## config.mk

```make
export PLATFORM = sky130hd
export DESIGN_NAME = switch_mem_regs
export DESIGN_NICKNAME = d
export VERILOG_FILES = /design/src/rtl/switch_cfg_pkg.sv /design/src/rtl/mem_slave_fsm.sv /design/src/rtl/switch_mem_regs.sv
export SDC_FILE = /design/constraint.sdc
export NUM_CORES = 1
export LEC_CHECK = 0
export BUFFER_PORTS_ARGS = -buffer_cell sky130_fd_sc_hd__buf_2
export CORE_MARGIN = 8
export CORE_UTILIZATION = 46
export DETAILED_ROUTE_END_ITERATION = 8
export PLACE_DENSITY = 0.73
export SLEW_MARGIN = 20
export SYNTH_ARGS = -nofsm -noshare
export SYNTH_HDL_FRONTEND = slang
export SYNTH_HIERARCHICAL = 1
export SYNTH_SLANG_ARGS = --single-unit
```

## constraint.sdc

```tcl
create_clock -name clk -period 2.1 [get_ports clk]
set_input_delay 0.21 -clock clk [delete_from_list [all_inputs] [get_ports clk]]
set_output_delay 0.21 -clock clk [all_outputs]
set_load 0.03 [all_outputs]
```

## src/rtl/switch_cfg_pkg.sv

```systemverilog
// rtl/switch_cfg_pkg.sv - shared address map, access direction and slave FSM state encoding
package switch_cfg_pkg;

    localparam logic [7:0] ADDR_PORT_BASE = 8'h00;
    localparam logic [7:0] ADDR_CTRL      = 8'h10;
    localparam logic [7:0] ADDR_ERR_CNT   = 8'h11;

    localparam logic MEM_WRITE = 1'b1;
    localparam logic MEM_READ  = 1'b0;

    typedef enum logic [1:0] {
        IDLE,
        WAIT,
        ACK,
        RELEASE
    } mem_state_t;

endpackage

```

## src/rtl/mem_slave_fsm.sv

```systemverilog
// rtl/mem_slave_fsm.sv - memory slave handshake: request capture, wait states, one-shot commit and ack
module mem_slave_fsm
    import switch_cfg_pkg::*;
#(
    parameter int WAIT_CYCLES = 1
) (
    input  logic       clk,
    input  logic       rst_n,
    input  logic       mem_sel_en,
    input  logic [7:0] mem_addr,
    input  logic [7:0] mem_wr_data,
    input  logic       mem_wr_rd_s,
    output logic       commit,
    output logic [7:0] cmd_addr,
    output logic [7:0] cmd_data,
    output logic       cmd_write,
    output logic       mem_ack
);

    localparam logic [3:0] WAIT_INIT = 4'(WAIT_CYCLES);
    localparam bit         NO_WAIT   = (WAIT_CYCLES == 0);

    mem_state_t state_q;
    mem_state_t state_d;
    logic [3:0] cnt_q;

    always_comb begin
        state_d = state_q;
        case (state_q)
            IDLE:    if (mem_sel_en) state_d = NO_WAIT ? ACK : WAIT;
            WAIT:    if (cnt_q <= 4'd1) state_d = ACK;
            ACK:     state_d = RELEASE;
            RELEASE: if (!mem_sel_en) state_d = IDLE;
            default: state_d = IDLE;
        endcase
    end

    // The ACK state lasts one cycle; its closing edge commits the access and raises mem_ack
    assign commit = (state_q == ACK);

    always_ff @(posedge clk or negedge rst_n) begin
        if (!rst_n) begin
            state_q   <= IDLE;
            cnt_q     <= 4'd0;
            cmd_addr  <= 8'h00;
            cmd_data  <= 8'h00;
            cmd_write <= 1'b0;
            mem_ack   <= 1'b0;
        end else begin
            state_q <= state_d;
            mem_ack <= commit;
            if (state_q == IDLE && mem_sel_en) begin
                cmd_addr  <= mem_addr;
                cmd_data  <= mem_wr_data;
                cmd_write <= mem_wr_rd_s;
                cnt_q     <= WAIT_INIT;
            end else if (state_q == WAIT) begin
                cnt_q <= cnt_q - 4'd1;
            end
        end
    end

endmodule

```

## src/rtl/switch_mem_regs.sv

```systemverilog
// rtl/switch_mem_regs.sv - switch configuration register bank: port addresses, CTRL enable, ERR_CNT
module switch_mem_regs
    import switch_cfg_pkg::*;
#(
    parameter int NUM_PORTS   = 4,
    parameter int WAIT_CYCLES = 1
) (
    input  logic                   clk,
    input  logic                   rst_n,
    input  logic                   mem_sel_en,
    input  logic [7:0]             mem_addr,
    input  logic [7:0]             mem_wr_data,
    input  logic                   mem_wr_rd_s,
    output logic [7:0]             mem_rd_data,
    output logic                   mem_ack,
    output logic [NUM_PORTS*8-1:0] port_addr_o,
    output logic                   sw_enable_o
);

    logic       commit;
    logic [7:0] cmd_addr;
    logic [7:0] cmd_data;
    logic       cmd_write;

    logic [NUM_PORTS-1:0][7:0] port_q;
    logic                      ctrl_en_q;
    logic [7:0]                err_cnt_q;

    logic [NUM_PORTS-1:0] port_sel;
    logic [7:0]           port_rd;
    logic                 port_hit;

    mem_slave_fsm #(
        .WAIT_CYCLES (WAIT_CYCLES)
    ) u_fsm (
        .clk         (clk),
        .rst_n       (rst_n),
        .mem_sel_en  (mem_sel_en),
        .mem_addr    (mem_addr),
        .mem_wr_data (mem_wr_data),
        .mem_wr_rd_s (mem_wr_rd_s),
        .commit      (commit),
        .cmd_addr    (cmd_addr),
        .cmd_data    (cmd_data),
        .cmd_write   (cmd_write),
        .mem_ack     (mem_ack)
    );

    always_comb begin
        port_sel = '0;
        port_rd  = 8'h00;
        for (int i = 0; i < NUM_PORTS; i++) begin
            if (cmd_addr == ADDR_PORT_BASE + 8'(i)) begin
                port_sel[i] = 1'b1;
                port_rd     = port_q[i];
            end
        end
    end

    assign port_hit = |port_sel;

    always_ff @(posedge clk or negedge rst_n) begin
        if (!rst_n) begin
            port_q      <= '0;
            ctrl_en_q   <= 1'b0;
            err_cnt_q   <= 8'h00;
            mem_rd_data <= 8'h00;
        end else if (commit) begin
            if (port_hit) begin
                if (cmd_write == MEM_WRITE) begin
                    for (int i = 0; i < NUM_PORTS; i++) begin
                        if (port_sel[i]) port_q[i] <= cmd_data;
                    end
                    mem_rd_data <= 8'h00;
                end else begin
                    mem_rd_data <= port_rd;
                end
            end else if (cmd_addr == ADDR_CTRL) begin
                if (cmd_write == MEM_WRITE) begin
                    ctrl_en_q   <= cmd_data[0];
                    mem_rd_data <= 8'h00;
                end else begin
                    mem_rd_data <= {7'b0, ctrl_en_q};
                end
            end else if (cmd_addr == ADDR_ERR_CNT) begin
                // Read-to-clear; writes are accepted but have no effect
                if (cmd_write == MEM_READ) begin
                    mem_rd_data <= err_cnt_q;
                    err_cnt_q   <= 8'h00;
                end else begin
                    mem_rd_data <= 8'h00;
                end
            end else begin
                mem_rd_data <= 8'h00;
                if (err_cnt_q != 8'hFF) err_cnt_q <= err_cnt_q + 8'd1;
            end
        end
    end

    assign port_addr_o = port_q;
    assign sw_enable_o = ctrl_en_q;

endmodule

```

# Word level (Yosys, flattened, before mapping)
# Index checks and enable logic that the tools add are counted.
dict set report totals {
  reg_bits 73
  in_bits 20
  output_inout_bits 42
  word_cells 67
}
dict set report classes {
  n_addsub 2
  magnitude_cmp 1
  n_eq_ne 13
  mux 23
  bitwise_logic 2
  n_reduce_logical 13
}
# cell count
set op_table {}
lappend op_table {{$mux W8} 12}
lappend op_table {{$reduce_and A4 Y1} 5}
lappend op_table {{$eq A8 B2 Y1 const B} 2}
lappend op_table {{$eq A8 B5 Y1 const B} 2}
lappend op_table {{$add A8 B1 Y8 const B} 1}
lappend op_table {{$eq A8 B1 Y1 const B} 1}
lappend op_table {{$logic_not A8 Y1} 1}
lappend op_table {{$mux W4} 2}
lappend op_table {{$ne A8 B8 Y1 const B} 1}
lappend op_table {{$pmux W2 S4} 1}
lappend op_table {{$mux W2} 3}
lappend op_table {{$ne A2 B2 Y1 const B} 3}
lappend op_table {{$mux W1} 5}
lappend op_table {{$reduce_and A5 Y1} 1}
lappend op_table {{$eq A2 B2 Y1 const B} 2}
lappend op_table {{$le A4 B1 Y1 const B} 1}
lappend op_table {{$reduce_bool A2 Y1} 2}
lappend op_table {{$reduce_or A4 Y1} 1}
lappend op_table {{$sub A4 B1 Y4 const B} 1}
lappend op_table {{$reduce_and A3 Y1} 1}
lappend op_table {{$eq A2 B1 Y1 const B} 1}
lappend op_table {{$logic_not A2 Y1} 1}
lappend op_table {{$ne A2 B1 Y1 const B} 1}
lappend op_table {{$not A1 Y1} 2}
lappend op_table {{$logic_and A1 B1 Y1} 1}

# Logic depth before layout (Yosys ltp)
# Gate-level depths: netlist (run 1).
dict set report logic_depth {
  word_depth 7
  ltp_mapped 7
  depth_no_buf 6
}

# Cells and area by module
# Netlist (run 1), hierarchy kept.
# module instances cells_each area_per_inst_um2 seq_area_each_um2
set modules_own_cells {}
lappend modules_own_cells {switch_mem_regs 1 223 2519.9 1226.2}
lappend modules_own_cells {mem_slave_fsm 1 71 1076.0 600.6}

# Worst setup path after synthesis (run 1)
# OpenSTA, ideal clock, no wires.
dict set report synth_timing {
  kind {register to register}
  start {reg u_fsm.cmd_addr[3]}
  end {reg port_q, in the netlist port_addr_o[10]}
  setup_time_ns 0.125
  t_arrival_ns 1.891
  t_required_ns 1.975
  slack_ns 0.084
  path_stages_with_launch 5
  path_buffers 1
  period_less_slack_ns 2.016
  cell_sequence {dfrtp_1 or4b_1 buf_2 nor4_4 mux2_2}
}
dict set report synth_via {
  elab_chain_cells 4
  elab_cells_between_ends 10
  classes_between {eq/ne: 3; mux: 4; reduce/logical: 3}
}
# item line
set synth_lines {}
lappend synth_lines {{start, declared} mem_slave_fsm.sv:14} ;# output logic [7:0] cmd_addr,
lappend synth_lines {{start signal, assigned} mem_slave_fsm.sv:53} ;# cmd_addr <= mem_addr;
lappend synth_lines {{$eq A8 B1 Y1 (tied with other cells)} switch_mem_regs.sv:53} ;# if (cmd_addr == ADDR_PORT_BASE + 8'(i)) begin
lappend synth_lines {{$mux W1} switch_mem_regs.sv:53}
lappend synth_lines {{$reduce_or A4 Y1} switch_mem_regs.sv:60} ;# assign port_hit = |port_sel;
lappend synth_lines {{$reduce_and A4 Y1 (no source line) (*)} n/a}
lappend synth_lines {{end signal, assigned by index} switch_mem_regs.sv:72} ;# if (port_sel[i]) port_q[i] <= cmd_data;
lappend synth_lines {{end, declared} switch_mem_regs.sv:25} ;# logic [NUM_PORTS-1:0][7:0] port_q;
# Mark *: on every way between the ends. The rest lies on a longest branch, timed or not.
# A chain may end at the register's enable or synchronous reset.

# Final worst setup path (run 1)
dict set report layout_timing {
  start {reg u_fsm.cmd_addr[2]}
  end {reg port_q, in the netlist port_addr_o[11]}
}
# Same word-level chain as after synthesis.

==> results.json, run 1 <==
{
  "critPathMaxFanout": 8,
  "drtIter0Drc": 102,
  "critPathLaunchType": "flip-flop",
  "path_cells": "or4b_1 -> nor4_4 -> buf_4 -> mux2_2",
  "place_inst": 465,
  "antenna_found_initial": 0,
  "syn_area_um2": 3596,
  "gp_congestion": 0.8463,
  "synth_top_area_frac": 0.5080,
  "max-clock-path-buffers": 2,
  "maxCapViolations": 0,
  "avgSynthCellArea_um2": 12.23,
  "busiest_layer": "met2",
  "crit_arrival_ns": 2.21,
  "final_area_um2": 4349,
  "ys_warn_count": 6,
  "die-area_um2": 10900,
  "cts_root_buf": "clkbuf_8",
  "drc_errors": 0,
  "fin_crit_ns": 1.977,
  "worst_ep_required_time_ns": 2.33,
  "layout.nets": 403,
  "slew_headroom": 0.5461,
  "diodes": 0,
  "dr_total_vias": 2578,
  "dp_slack_ns": 0.1363,
  "synth.distinct_cells": 46,
  "min_period_over_period": 0.9416,
  "cts_buffers": 9,
  "grt_util_met2": 0.2546,
  "synth_top_area_cell": "dfrtp_1",
  "die_height_um": 104.4,
  "cts_sinks": 73,
  "path_class": "flip-flop to flip-flop",
  "worstSetupEndpointType": "flip-flop",
  "fmax_mhz": 505.7,
  "ios": 62,
  "ys_ff_latch": 73,
  "detail_route.wl_per_cell_um": 17.42,
  "drive_gt1_frac": 0.4211,
  "io_buffers": 61,
  "synth_seq_area_share": 0.5080,
  "stdcell_count": 482,
  "initial_core_util": 0.4702,
  "grt_overflow": 0,
  "die_x_um": 104.4,
  "firstDrtPassIters": 4,
  "powerDensity_nw_per_um2": 1251,
  "peakVddDrop_mv": 0.6992,
  "min_path_type": "primary input to flip-flop",
  "grt_pass1_vias": 2652,
  "drt.antenna.violating_nets": 0,
  "hold_violations": 0,
  "cpMaxStageDelayCell": "or4b_1",
  "clk_pin_slew_ns": 0.08,
  "slew_violations": 0,
  "rows": 32,
  "grt_max_degree": 74,
  "final_util": 0.5687,
  "cellLeakagePower_nw": 2.214,
  "placed_cell_area_um2": 4134,
  "htreeDepth": 3,
  "grt_setup_unrepaired": "no",
  "grt_usage": 0.1597,
  "syn_inst": 294,
  "worstMarginPinSlew_ns": 0.6763,
  "grt_pass1_wl_um": 13990,
  "worst_slack_ns": 0.1227,
  "synthFlopType": "dfrtp_1",
  "synth-edff-count": 0,
  "vias_per_cell": 5.349,
  "clock_skew_ns": 0.01126,
  "hpwl_um": 6094,
  "fin_tns_setup_ns": 0,
  "core_um2": 7647,
  "clock_latency_ns": 0.35,
  "area_growth_pct": 20.95,
  "syn-num-nets": 322,
  "cts_tree": "done",
  "outcome": "finished, final reports clean",
  "finalWirelength_um": 8397,
  "critPathMaxStageDelay_ns": 0.60,
  "ys_async_sr_fraction": 1.000,
  "netlist_top_cells_area": "dfrtp_1 (51%), mux2_2 (16%), mux2i_1 (4.2%)",
  "setup_viol": 0,
  "grt_util_met3": 0.04337,
  "use_met1": 0.2041
}
[critical path: cells and delay by family, from the launching register on]
family | cells | cell delay [ns]
buf+inv | 1 | 0.22
flops | 1 | 0.46
mux | 1 | 0.34
simple gates | 2 | 0.84
[cell type report]
type,count,area [µm²]
multi-input combinational,197,1670
fill,642,3298
clock buffer,11,141.4
inverter,13,48.80
sequential,73,1827
clock inverter,5,63.81
timing repair buffer,81,470.5
tap,102,127.6
[cell families (layout without fill, tap and decap cells)]
| logic type | Yosys count | in the layout | synth area share |
|---|---|---|---|
| AOI/OAI and AO/OA | 40 | 40 | 0.07377 |
| muxes | 74 | 74 | 0.2359 |
| and+or+nand+nor | 72 | 72 | 0.1197 |
| DFF | 73 | 73 | 0.5080 |
| adders and majority gates | 8 | 8 | 0.02784 |
| xor gates and xnor gates | 3 | 3 | 0.007308 |
| buffers and inverters | 24 | 110 | 0.02749 |
[what timing repair did]
| item | CTS | global route |
|---|---|---|
| buffers inserted | 0 | 0 |
| setup endpoints to repair | 0 | 3 |
| endpoints found under the hold margin | 73 | 0 |
| gates resized for setup | 0 | 0 |
| hold buffers | 1 | 0 |
[cell usage after synthesis (8+ instances only)]
| cell type | instances |
|---|---|
| dfrtp_1 | 73 |
| mux2_2 | 50 |
| mux2i_1 | 15 |
| nand2_1 | 14 |
| inv_1 | 13 |
| nor2_1 | 11 |
| o21ai_0 | 10 |
| mux2_4 | 9 |
| a31oi_1 | 8 |
| ha_1 | 8 |
| nand3_1 | 8 |
| nand4_1 | 8 |
[power breakdown]
part	switching (mW)	internal (mW)	leakage (nW)
clock	0.541	0.590	0.100
sequential	0.394	1.78	0.964
combinational	1.16	0.977	1.15
[worst paths after layout]
check                                       start  cells past startpoint                 to  slack, ns
max in group asynchronous                   rst_n                      3     port_addr_o[0]       1.36
worst min register to register     mem_rd_data[3]                      2     mem_rd_data[3]       0.52
min in group asynchronous                   rst_n                      3  u_fsm/cmd_addr[6]       0.41
worst max register to register  u_fsm/cmd_addr[2]                      4    port_addr_o[11]       0.12
worst min-delay path               mem_wr_data[0]                      2  u_fsm/cmd_data[0]       0.09
worst max-delay path            u_fsm/cmd_addr[2]                      4    port_addr_o[11]       0.12
[metrics by stage]
step | hold WS (ns) | power, mW
6_report | 0.08589 | 5.442
2_1_floorplan | -0.08559 | 3.626
5_1_grt | 0.06781 | 5.784
4_1_cts | 0.06899 | 5.479
3_3_place_gp | 0.2725 | 4.262
3_5_place_dp | 0.2715 | 4.328
[registers in the layout (all words and copies together), names as in the netlist]
| register | flops |
|---|---|
| err_cnt_q | 8 |
| mem_rd_data | 8 |
| port_addr_o | 32 |
| sw_enable_o | 1 |
| u_fsm/cmd_addr | 8 |
| u_fsm/cmd_data | 8 |
| u_fsm/cmd_write | 1 |
| u_fsm/cnt_q | 4 |
| u_fsm/mem_ack | 1 |
| u_fsm/state_q | 2 |
[layout by cell type (no fill, tap or decap), types with 2 or more instances in the layout]
| cell | Yosys | layout |
|---|---|---|
| o31ai_1 | 3 | 3 |
| a22oi_1 | 6 | 6 |
| a22o_1 | 2 | 2 |
| buf_2 | 1 | 61 |
| a21oi_1 | 4 | 4 |
| o21ai_0 | 10 | 10 |
| and3b_1 | 2 | 2 |
| dfrtp_1 | 73 | 73 |
| nor4_1 | 2 | 2 |
| inv_1 | 13 | 13 |
| buf_4 | 0 | 18 |
| ha_1 | 8 | 8 |
| a31oi_1 | 8 | 8 |
| nor2_1 | 11 | 11 |
| nand2b_1 | 7 | 7 |
| xnor2_1 | 2 | 2 |
| nor2b_1 | 2 | 2 |
| clkbuf_8 | 0 | 10 |
| nand3_1 | 8 | 8 |
| nor4b_2 | 2 | 2 |
| mux2i_1 | 15 | 15 |
| nand2_1 | 14 | 14 |
| clkinv_4 | 0 | 2 |
| mux2_4 | 9 | 9 |
| or3_1 | 2 | 2 |
| nor3_1 | 4 | 4 |
| nand4_1 | 8 | 8 |
| mux2_2 | 50 | 50 |
[layer usage]
layer,share of wire,up-vias
met4,0.014,0
met2,0.48,70
li1,-,1229
met5,0,-
met3,0.045,10
met1,0.46,1269
Power figures use the tool's default switching activity.
==> inputs of run 2 (changes only) <==
PLACE_DENSITY = 0.71   (was 0.73)
clock period = 2.3 ns   (was 2.1 ns; I/O delays follow)
==> run 2 against run 1 <==
  * Sequential share of layout area is 0.58 points higher
  * Register-to-register slack better by 0.14 ns
  * Worst setup slack better by 0.14 ns
  * Largest power group unchanged
  * Highest routed layer unchanged
==> results.json, run 2 (synthesized netlist as in run 1, its figures left out) <==
{
  "outcome": "finished, final reports clean",
  "pwr-share-comb": 0.391,
  "core_um2": 7647,
  "mostFrequentLayoutCells": "dfrtp_1 (73), buf_2 (61), mux2_2 (50)",
  "critPathLaunchType": "flip-flop",
  "holdPathStages": 2,
  "worstMarginPinSlew_ns": 0.7282,
  "seq_power_share": 0.415,
  "min_period_over_period": 0.8863,
  "gp_congestion": 0.8827,
  "finalWirelength_um": 8422,
  "cts_sinks": 73,
  "cts_tree": "done",
  "crit_arrival_ns": 2.27,
  "final_common_cell": "dfrtp_1",
  "drive_gt1_frac": 0.4160,
  "ff2ff_setup_slack_ns": 0.26,
  "reg2regPathDepth": 4,
  "timing.hold.ws_ns": 0.1026,
  "critPathMaxFanout": 8,
  "hold_violations": 0,
  "fin_crit_ns": 2.038,
  "min_from": "mem_wr_data[2]",
  "die_x_um": 104.4,
  "cts_buffers": 9,
  "drtIter0Drc": 103,
  "setup_viol": 0,
  "worstSetupEndpointType": "flip-flop",
  "grt_pass1_vias": 2836,
  "largest_reg_flops": 32,
  "intPower_mw": 2.886,
  "maxCapViolations": 0,
  "worst_ep_required_time_ns": 2.53,
  "max-clock-path-buffers": 2,
  "cts_resized": 0,
  "grt_usage": 0.1591,
  "dp_slack_ns": 0.2928,
  "grt_setup_unrepaired": "no",
  "worst_slack_ns": 0.2616,
  "power_frac_clock": 0.194,
  "cellLeakagePower_nw": 2.176,
  "htreeDepth": 3,
  "fmax_mhz": 490.6,
  "die_height_um": 104.4,
  "grt_overflow": 0,
  "antenna_found_initial": 0,
  "firstDrtPassIters": 4,
  "path_class": "flip-flop to flip-flop",
  "vias_per_cell": 5.350,
  "clock_skew_ns": 0.008973,
  "p_switching_mw": 1.963,
  "drc_errors": 0,
  "layout.nets": 398,
  "clk_pin_slew_ns": 0.09,
  "fin_tns_setup_ns": 0,
  "min_path_type": "primary input to flip-flop",
  "diodes": 0,
  "r2r-start": "u_fsm/cmd_addr[3]",
  "final_util": 0.5610,
  "hpwl_um": 6170,
  "cts_root_buf": "clkbuf_8",
  "r2r-end": "port_addr_o[3]",
  "clock_latency_ns": 0.35,
  "rows": 32,
  "grt_pass1_wl_um": 14120,
  "dr_total_vias": 2552,
  "swShare": 0.4048,
  "initial_core_util": 0.4702,
  "powerDensity_nw_per_um2": 1130,
  "finalPower_mw": 4.849,
  "grt_max_degree": 37,
  "min_to": "u_fsm/cmd_data[2]",
  "io_buffers": 61,
  "area_growth_pct": 19.31,
  "slew_headroom": 0.5113,
  "detail_route.wl_per_cell_um": 17.66,
  "peakVddDrop_mv": 0.4887,
  "drt.antenna.violating_nets": 0,
  "slew_violations": 0,
  "ios": 62,
  "die-area_um2": 10900
}
==> run 2: cell types whose count changed in the layout (fill, tap and decap cells not counted), sizes merged <==
cell	delta
bufinv	-1
buf	-5
clkinvlp	+2
clkinv	-2
clkbuf	-2
inv	+3
==> run 2: final cells by class <==
type                       instances  area (µm²)
timing repair buffer              76       432.9
clock inverter                     7       60.06
fill                             652        3357
inverter                          13       48.80
sequential                        73        1827
tap                              102       127.6
clock buffer                       9       123.9
multi-input combinational        197        1670
==> run 2: how the worst max path moves through the flow <==
stage                      startpoint         endpoint  cells after the start
finish              u_fsm/cmd_addr[3]   port_addr_o[3]                      4
global route        u_fsm/cmd_addr[2]   port_addr_o[6]                      4
CTS                 u_fsm/cmd_addr[1]   mem_rd_data[7]                      5
detailed placement  u_fsm/cmd_addr[3]   port_addr_o[1]                      4
global placement    u_fsm/cmd_addr[1]   mem_rd_data[7]                      5
floorplan           u_fsm/cmd_addr[3]  port_addr_o[10]                      4
==> run 2: metal layers <==
layer | up-vias | track usage | share of wire
li1 | 1222 | - | -
met1 | 1267 | 0.1960 | 0.45
met2 | 55 | 0.2632 | 0.50
met3 | 8 | 0.03965 | 0.037
met4 | 0 | 0.05688 | 0.013
met5 | - | 0 | 0
==> run 2: critical path, cell delays in order, from the launching register on <==
cell      delay [ns]
dfrtp_1         0.47
nor3_1          0.40
and2_0          0.27
nand3b_1        0.38
mux2_2          0.40
==> run 2: what timing repair did <==
item                                   in CTS  in global routing
setup buffers                               0                  0
hold buffers                                1                  0
endpoints found under the hold margin      15                  0
==> run 2: per-stage QoR <==
step,area [µm²],instances
after floorplan,3596,294
after global placement,4096,460
after detailed placement,4096,460
after CTS,4290,477
after global routing,4290,477
final,4290,477
==> run 2: power by group through the flow <==
stage	sequential [mW]	combinational [mW]	clock (mW)
finish	2.01	1.90	0.940
global route	2.06	2.08	1.02
CTS	2.01	1.91	0.972
detailed placement	2.03	1.90	0
global placement	2.02	1.85	0
floorplan	2.10	1.21	0
